**config.mk**
```make
export PLATFORM = sky130hd
export DESIGN_NAME = door_access_ctrl
export DESIGN_NICKNAME = d
export VERILOG_FILES = /design/src/rtl/door_pkg.sv /design/src/rtl/door_timer.sv /design/src/rtl/door_access_ctrl.sv
export SDC_FILE = /design/constraint.sdc
export NUM_CORES = 1
export LEC_CHECK = 0
export BUFFER_PORTS_ARGS = -buffer_cell sky130_fd_sc_hd__clkbuf_2
export CORE_MARGIN = 5
export CORE_UTILIZATION = 60
export DETAILED_ROUTE_END_ITERATION = 10
export PLACE_DENSITY = 0.81
export SLEW_MARGIN = 20
export SYNTH_ARGS = -nofsm -noshare
export SYNTH_HDL_FRONTEND = slang
export SYNTH_SLANG_ARGS = --single-unit
export TNS_END_PERCENT = 50
```
**constraint.sdc**
```tcl
create_clock -name clk -period 4.4 [get_ports clk]
set_input_delay 0.44 -clock clk [delete_from_list [all_inputs] [get_ports clk]]
set_output_delay 0.44 -clock clk [all_outputs]
set_load 0.05 [all_outputs]
```
**src/rtl/door_pkg.sv**
```systemverilog
// Shared constants for the door access sequencer.
//   DigitW      : width of one keypad digit
//   DefaultCode : factory access code, first digit in [15:12]
//   St*         : 3-bit FSM state encoding
//   code_digit  : extracts digit idx (0 = first) from a packed 4-digit code
//   max2        : elaboration-time maximum, used to size the shared timer
package door_pkg;

  localparam int unsigned DigitW = 4;
  localparam logic [4*DigitW-1:0] DefaultCode = 16'h1324;

  localparam logic [2:0] StIdle    = 3'd0;
  localparam logic [2:0] StEntry   = 3'd1;
  localparam logic [2:0] StOpen    = 3'd2;
  localparam logic [2:0] StError   = 3'd3;
  localparam logic [2:0] StLockout = 3'd4;

  function automatic logic [DigitW-1:0] code_digit(input logic [4*DigitW-1:0] code,
                                                   input logic [1:0]          idx);
    logic [DigitW-1:0] d;
    case (idx)
      2'd0:    d = code[15:12];
      2'd1:    d = code[11:8];
      2'd2:    d = code[7:4];
      default: d = code[3:0];
    endcase
    return d;
  endfunction

  function automatic int unsigned max2(input int unsigned a, input int unsigned b);
    return (a > b) ? a : b;
  endfunction

endpackage

```
**src/rtl/door_timer.sv**
```systemverilog
// Down-counter shared by all timed windows of the door sequencer.
//   clk_i      : clock, rising edge
//   reset_i    : asynchronous active-high reset, clears the count
//   load_i     : load load_val_i this cycle (takes priority over counting)
//   load_val_i : value to load
//   expired_o  : count is zero
// The counter stops at zero, so expired_o stays high until the next load.
module door_timer #(
  parameter int unsigned Width = 6
) (
  input  logic             clk_i,
  input  logic             reset_i,
  input  logic             load_i,
  input  logic [Width-1:0] load_val_i,
  output logic             expired_o
);

  logic [Width-1:0] cnt_q, cnt_d;

  always_comb begin
    cnt_d = cnt_q;
    if (load_i) begin
      cnt_d = load_val_i;
    end else if (cnt_q != '0) begin
      cnt_d = cnt_q - 1'b1;
    end
  end

  always_ff @(posedge clk_i or posedge reset_i) begin
    if (reset_i) begin
      cnt_q <= '0;
    end else begin
      cnt_q <= cnt_d;
    end
  end

  assign expired_o = (cnt_q == '0);

endmodule

```
**src/rtl/door_access_ctrl.sv**
```systemverilog
// Door access sequencer: turns keypad codes into digit events, checks a
// 4-digit entry against CODE and times the open / error / lockout windows.
//   clk      : clock, rising edge
//   reset    : asynchronous active-high reset, returns to idle
//   btn      : keypad code, 0 = no key (debounced, synchronous to clk)
//   unlock   : lock actuator enable
//   green    : access-granted lamp
//   red      : error / lockout lamp
//   lockout  : keypad disabled
//   fail_cnt : consecutive failed entries, saturates at MAX_FAIL
module door_access_ctrl
  import door_pkg::*;
#(
  parameter logic [15:0] CODE           = DefaultCode,
  parameter int unsigned OPEN_CYCLES    = 8,
  parameter int unsigned ERR_CYCLES     = 4,
  parameter int unsigned LOCKOUT_CYCLES = 32,
  parameter int unsigned TIMEOUT_CYCLES = 16,
  parameter int unsigned MAX_FAIL       = 3
) (
  input  logic                            clk,
  input  logic                            reset,
  input  logic [DigitW-1:0]               btn,
  output logic                            unlock,
  output logic                            green,
  output logic                            red,
  output logic                            lockout,
  output logic [$clog2(MAX_FAIL+1)-1:0]   fail_cnt
);

  localparam int unsigned FW = $clog2(MAX_FAIL + 1);
  localparam int unsigned MaxCycles = max2(max2(OPEN_CYCLES, ERR_CYCLES),
                                           max2(LOCKOUT_CYCLES, TIMEOUT_CYCLES));
  localparam int unsigned TW = $clog2(MaxCycles + 1);

  // Windows last exactly N cycles: load N-1 and leave on the cycle the count is zero.
  localparam logic [TW-1:0] OpenLoad    = TW'(OPEN_CYCLES - 1);
  localparam logic [TW-1:0] ErrLoad     = TW'(ERR_CYCLES - 1);
  localparam logic [TW-1:0] LockLoad    = TW'(LOCKOUT_CYCLES - 1);
  localparam logic [TW-1:0] TimeoutLoad = TW'(TIMEOUT_CYCLES - 1);
  localparam logic [FW-1:0] MaxFail     = FW'(MAX_FAIL);

  logic [2:0]        state_q, state_d;
  logic [1:0]        idx_q, idx_d;
  logic              match_q, match_d;
  logic [FW-1:0]     fail_q, fail_d, fail_inc;
  logic [DigitW-1:0] btn_q;
  logic              key_evt, dig_ok, entry_ok;
  logic              tmr_load, tmr_expired;
  logic [TW-1:0]     tmr_val;

  // A new non-zero code is one press; holding a key produces no further events.
  assign key_evt  = (btn != btn_q) && (btn != '0);
  // idx_q is 0 in idle, so one comparator serves both the first and later digits.
  assign dig_ok   = (btn == code_digit(CODE, idx_q));
  assign entry_ok = match_q && dig_ok;
  assign fail_inc = (fail_q < MaxFail) ? fail_q + 1'b1 : fail_q;

  always_comb begin
    state_d  = state_q;
    idx_d    = idx_q;
    match_d  = match_q;
    fail_d   = fail_q;
    tmr_load = 1'b0;
    tmr_val  = TimeoutLoad;
    case (state_q)
      StIdle: begin
        if (key_evt) begin
          match_d  = dig_ok;
          idx_d    = 2'd1;
          state_d  = StEntry;
          tmr_load = 1'b1;
        end
      end
      StEntry: begin
        // A key event takes precedence over a timeout in the same cycle.
        if (key_evt) begin
          tmr_load = 1'b1;
          if (idx_q == 2'd3) begin
            idx_d = 2'd0;
            if (entry_ok) begin
              state_d = StOpen;
              fail_d  = '0;
              tmr_val = OpenLoad;
            end else begin
              fail_d = fail_inc;
              if (fail_inc < MaxFail) begin
                state_d = StError;
                tmr_val = ErrLoad;
              end else begin
                state_d = StLockout;
                tmr_val = LockLoad;
              end
            end
          end else begin
            match_d = entry_ok;
            idx_d   = idx_q + 2'd1;
          end
        end else if (tmr_expired) begin
          state_d = StIdle;
          idx_d   = 2'd0;
        end
      end
      StOpen, StError: begin
        if (tmr_expired) state_d = StIdle;
      end
      StLockout: begin
        if (tmr_expired) begin
          state_d = StIdle;
          fail_d  = '0;
        end
      end
      default: begin
        state_d = StIdle;
        idx_d   = 2'd0;
      end
    endcase
  end

  always_ff @(posedge clk or posedge reset) begin
    if (reset) begin
      state_q <= StIdle;
      idx_q   <= 2'd0;
      match_q <= 1'b0;
      fail_q  <= '0;
      btn_q   <= '0;
    end else begin
      state_q <= state_d;
      idx_q   <= idx_d;
      match_q <= match_d;
      fail_q  <= fail_d;
      btn_q   <= btn;
    end
  end

  door_timer #(
    .Width(TW)
  ) u_timer (
    .clk_i     (clk),
    .reset_i   (reset),
    .load_i    (tmr_load),
    .load_val_i(tmr_val),
    .expired_o (tmr_expired)
  );

  always_comb begin
    unlock  = 1'b0;
    green   = 1'b0;
    red     = 1'b0;
    lockout = 1'b0;
    case (state_q)
      StOpen: begin
        unlock = 1'b1;
        green  = 1'b1;
      end
      StError: red = 1'b1;
      StLockout: begin
        red     = 1'b1;
        lockout = 1'b1;
      end
      default: ;
    endcase
  end

  assign fail_cnt = fail_q;

endmodule

```
==> results_dict.tcl, run 1 <==
set metrics [dict create \
    wl_um 2330 \
    cts_resized 0 \
    finalClockSkew_ns 0.00447 \
    first_pass_iters 4 \
    post_cts_buffers 0 \
    timing.slew.headroom_pct 51.3 \
    drcViolationCount 0 \
    p_seq_share_pct 35.3 \
    yosys-mux-area-fraction_pct 0 \
    numCtsBuffers 3 \
    dieArea_mm2 0.00281 \
    synth_fa_ha_area_share_pct 5.64 \
    antenna_found_initial 0 \
    n_fill_cell 155 \
    switching_share_pct 48.6 \
    async_flop_share_pct 100 \
    cp-start-kind "flop" \
    rows 15 \
    cp-end-kind "flop" \
    synth_compound_area_share_pct 21.4 \
    antenna_left 0 \
    fin_tns_setup_ns 0 \
    p_int_mw 0.413 \
    final_hold_viol_count 0 \
    yosys.area.top_type "dfrtp_1" \
    peakVddDrop_v 0.000538 \
    hold_class "input port to asynchronous set/reset pin" \
    syn_area_mm2 0.00111 \
    dr.first_iter.drc_count 37 \
    yosys_warnings 0 \
    grt_usage_pct 19.9 \
    worstSetupPathType "flop to flop" \
    synth_top_area_share_pct 40.6 \
    clk_latency_ns 0.29 \
    grt-ovfl-total 0 \
    layout.nets 146 \
    synth-seq-cells 18 \
    synth_common_cells "19 x nand2_1, 18 x dfrtp_1, 9 x nor2_1" \
    place_area_mm2 0.00117 \
    syn_inst 124 \
    htreeDepth 1 \
    syn_avg_cell_area_um2 8.95 \
    worstMarginPinSlew_ns 0.725 \
    drive_above_1_share_pct 15.7 \
    fin_crit_sh_pct 48.3 \
    vias 952 \
    synth_top_family_by_area "compound AO/OA/AOI/OAI gates" \
    n_antenna_cell 0 \
    critPathArrivalTime_ns 2.36 \
    clock-sinks 18 \
    ys_types 36 \
    root_buffer "clkbuf_4" \
    synth_ff_type "dfrtp_1" \
    die_w_um 53.0 \
    whs_ns 0.212 \
    grt_pass1_vias 931 \
    synthTopCellsByArea "dfrtp_1 41%, nand2_1 6.4%, xor2_1 6.3%" \
    io_pins 12 \
    start_util_pct 63.6 \
    slew_violations 0 \
    core-area_mm2 0.00175 \
    grt_max_degree 19 \
    clock_path_buffers 2 \
    clk_pin_slew_ns 0.11 \
    p_switching_mw 0.391 \
    pre_cts_ws_ns 2.30 \
    p_per_area_mw_per_mm2 664 \
    max_cap_violations 0 \
    max_freq_mhz 471 \
    syn-num-nets 135 \
    setup_viol 0 \
    dp_hpwl_um 1770 \
    final_cell_area_mm2 0.00121 \
    synth-simple-area-share_pct 18.9 \
    area_delta_synth_final_pct 9.02 \
    yosys.area_share.xor_xnor_pct 8.68 \
    outcome "finished, final reports clean" \
    final.min_clock_period_ns 2.12 \
    cp_max_fo 8 \
    yosysMostFrequentCell "nand2_1" \
    place.gp.congestion 0.814 \
    p_clk_share_pct 12.9 \
    cts_tree "yes" \
    synth_edf_count 0 \
    ctsHoldBuffers 0 \
    viasPerCell 5.99 \
    fin_ws_ns 2.28 \
    rsz0062_at_grt "no" \
    combPwrFrac_pct 51.8 \
    die_h_um 53.0 \
    grt_pass1_wl_um 4120 \
    port_buffers 11 \
    wl_per_cell_um 14.6 \
    leakagePower_nw 0.563 \
    power_mw 0.804 \
    synth_seq_area_share_pct 40.6 \
    cp.required_ns 4.63 \
]
-- kinds of logic (layout without fill, tap and decap cells) --
family,count (synthesis),in the layout
adder cells (fa/ha/maj),5,5
AO/OA/AOI/OAI,32,32
AND/OR/NAND/NOR,45,45
XOR/XNOR,11,11
flip-flops,18,18
buffers and inverters,13,23
-- state kept, by name (all words and copies together), names as in the netlist --
name,count
btn_q,4
fail_cnt,2
idx_q,2
match_q,1
state_q,3
u_timer.cnt_q,6
-- cells in the final DEF (no fill, tap or decap), types with 2 or more instances in the layout --
master / n
a22o_1: 2
o21bai_1: 2
nor2b_1: 3
o21ai_0: 7
a32oi_1: 2
nand2_1: 19
xor2_1: 8
xnor2_1: 3
nor3_1: 5
ha_1: 5
or3_1: 2
a31oi_1: 2
inv_1: 8
nor2_1: 9
dfrtp_1: 18
clkbuf_4: 3
clkbuf_2: 11
a21oi_1: 6
-- stage by stage --
stage / utilization (%) / cells
2_1_floorplan: - / 124
3_3_place_gp: 67.2 / 155
3_5_place_dp: 67.2 / 155
4_1_cts: 69.3 / 159
5_1_grt: 69.3 / 159
6_report: 69.3 / 159
-- area by class of cell --
| type | instances | area (um^2) | share of cell area (%) |
|---|---|---|---|
| inverter | 8 | 30.0 | 2.48 |
| sequential | 18 | 450 | 37.2 |
| tap | 25 | 31.3 | 2.59 |
| clock buffer | 4 | 36.3 | 3.00 |
| timing repair buffer | 11 | 55.1 | 4.55 |
| multi-input combinational | 93 | 607 | 50.2 |
-- worst paths after layout --
check	end	slack, ns	start	depth (start not counted)
worst max-delay path	state_q[1]	2.28	idx_q[0]	7
worst min-delay path	fail_cnt[1]	0.21	reset	2
worst max register to register	state_q[1]	2.28	idx_q[0]	7
worst min register to register	idx_q[1]	0.55	idx_q[1]	1
max in group asynchronous	idx_q[1]	3.76	reset	2
min in group clk	btn_q[1]	0.31	btn[1]	1
-- worst max-delay path, cell delays in order, from the launching register on --
cell and delay [ns]:
dfrtp_1 0.43, inv_1 0.06, ha_1 0.20, or3_1 0.36, a211oi_2 0.31, nand3_2 0.21, a211o_1 0.36, a21oi_2 0.13
-- metal layers --
metal | GRT usage (%) | vias to the layer above | routed length (um)
li1 | - | 457 | -
met4 | 5.96 | 0 | 27
met1 | 24.2 | 460 | 998
met5 | 0 | - | 0
met2 | 34.7 | 31 | 1190
met3 | 4.23 | 4 | 118
-- power groups by stage --
stage | sequential (mW) | clock, mW | combinational (mW)
finish | 0.284 | 0.103 | 0.416
global route | 0.291 | 0.115 | 0.469
floorplan | 0.287 | 0 | 0.323
CTS | 0.282 | 0.104 | 0.418
detailed placement | 0.285 | 0 | 0.417
global placement | 0.281 | 0 | 0.404
(Power assumes the default switching activity.)
==> inputs of run 2 (changes only) <==
Settings changed: CORE_UTILIZATION 60 to 51, PLACE_DENSITY 0.81 to 0.74.
Clock period 4.4 ns to 1.9 ns, I/O delays scaled along.
==> run 2 against run 1 <==
Compared with the run above: global-route usage down 4.5 points; sequential share of layout area is 2.7 points lower; total power rose by 140%; sequential cell count is the same; register-to-register slack got worse by 2.2 ns; maximum frequency is 15% higher; largest power group unchanged.
==> results_dict.tcl, run 2 (same netlist as run 1, synthesis figures left out) <==
set metrics [dict create \
    outcome "finished, final reports clean" \
    reg2reg_to "idx_q[0]" \
    n_antenna_cell 0 \
    antenna_left 0 \
    clock-sinks 18 \
    layout.nets 154 \
    dieArea_mm2 0.00321 \
    cp-end-kind "flop" \
    first_pass_iters 4 \
    cp_max_fo 6 \
    grt_max_degree 19 \
    root_buffer "clkbuf_4" \
    fin_ws_ns 0.0514 \
    numCtsBuffers 3 \
    start_util_pct 54.9 \
    io_pins 12 \
    max_freq_mhz 541 \
    cts_tree "yes" \
    place.gp.congestion 0.810 \
    drcViolationCount 0 \
    worstSetupPathType "flop to flop" \
    die_h_um 56.7 \
    setup_viol 0 \
    peakVddDrop_v 0.00110 \
    clk_pin_slew_ns 0.10 \
    grt-ovfl-total 0 \
    cp-start-kind "flop" \
    finalClockSkew_ns 0.00176 \
    antenna_found_initial 0 \
    hold_end "btn_q[1]" \
    rows 16 \
    dr.first_iter.drc_count 20 \
    drive_above_1_share_pct 23.9 \
    fin_crit_sh_pct 97.3 \
    clk_latency_ns 0.29 \
    grt_pass1_vias 903 \
    pre_cts_ws_ns 0.00736 \
    final_hold_viol_count 0 \
    holdPathStages 1 \
    slew_violations 0 \
    critPathArrivalTime_ns 2.03 \
    viasPerCell 5.42 \
    max_cap_violations 0 \
    final.min_clock_period_ns 1.85 \
    largestRegisters "u_timer.cnt_q (6), btn_q (4), state_q (3)" \
    rsz0062_at_grt "yes" \
    clock_path_buffers 2 \
    p_per_area_mw_per_mm2 1510 \
    cp.required_ns 2.09 \
    grt_pass1_wl_um 3930 \
    hold_class "input port to flop" \
    port_buffers 11 \
    top_register "u_timer.cnt_q" \
    r2r_slack_ns 0.05 \
    largest_reg_flops 6 \
    leakagePower_nw 0.600 \
    timing.slew.headroom_pct 54.0 \
    r2r_start "btn_q[1]" \
    vias 916 \
    layout_common_cells "19 x nand2_1, 18 x dfrtp_1, 11 x clkbuf_2" \
    r2r.worst_path.cells 5 \
    core-area_mm2 0.00202 \
    wl_um 2320 \
    worstMarginPinSlew_ns 0.685 \
    wl_per_cell_um 13.7 \
    grt_usage_pct 15.3 \
    fin_tns_setup_ns 0 \
    min-delay-start "btn[1]" \
    die_w_um 56.7 \
    area_delta_synth_final_pct 17.7 \
    dp_hpwl_um 1730 \
    htreeDepth 1 \
    final_common_cell "nand2_1" \
]
==> run 2: final cells by class <==
type / instances / area (um^2)
multi-input cells: 93 / 634
fillers: 182 / 716
inverters: 8 / 30.0
well taps: 27 / 33.8
flip-flops and latches: 18 / 450
clock buffers: 4 / 36.3
repair buffers: 19 / 121
==> run 2: per-stage QoR <==
stage               instances  utilization, %  total power [mW]  hold slack [ns]  instance area [um^2]
CTS                       167            62.3              1.88           0.0470                  1260
global route              169            64.6              2.14           0.0343                  1310
detailed placement        162            60.0              1.65            0.311                  1210
floorplan                 124               -              1.41            0.129                  1110
global placement          162            60.0              1.62            0.312                  1210
finish                    169            64.6              1.97           0.0628                  1310
==> run 2: worst max-delay path, stage by stage (launching register included) <==
cell,delay (ns)
dfrtp_1,0.39
xor2_1,0.22
o41ai_2,0.16
nor3_1,0.55
o21bai_1,0.20
a22o_1,0.22
==> run 2: worst max path at each step <==
stage | start | to | slack [ns] | depth (start not counted)
after floorplan | state_q[2] | unlock | -0.07 | 4
after global placement | idx_q[1] | state_q[2] | 0.06 | 8
after detailed placement | idx_q[1] | state_q[2] | 0.007 | 8
after CTS | idx_q[0] | state_q[2] | 0.008 | 8
after global routing | btn_q[1] | state_q[2] | -0.09 | 5
final | btn_q[1] | idx_q[0] | 0.05 | 5
==> run 2: report_power, final <==
part | switching, mW | internal, mW
Combinational | 0.668 | 0.428
Sequential | 0.143 | 0.498
Clock | 0.115 | 0.117
Total | 0.926 | 1.04
==> run 2: routing by layer <==
layer / track usage [%] / up-vias / routed length, um
met5: 0 / - / 0
met4: 5.76 / 0 / 36
met3: 2.29 / 6 / 62
met2: 24.1 / 18 / 1060
met1: 21.1 / 421 / 1160
li1: - / 471 / -
==> run 2: timing repair <==
| action | CTS | global route |
|---|---|---|
| pin swaps | 1 | 8 |
| setup buffers | 0 | 2 |
| endpoints found under the setup margin | 2 | 8 |
| gates resized for setup | 0 | 8 |
| hold buffers | 1 | 0 |
| hold endpoints to repair | 18 | 0 |
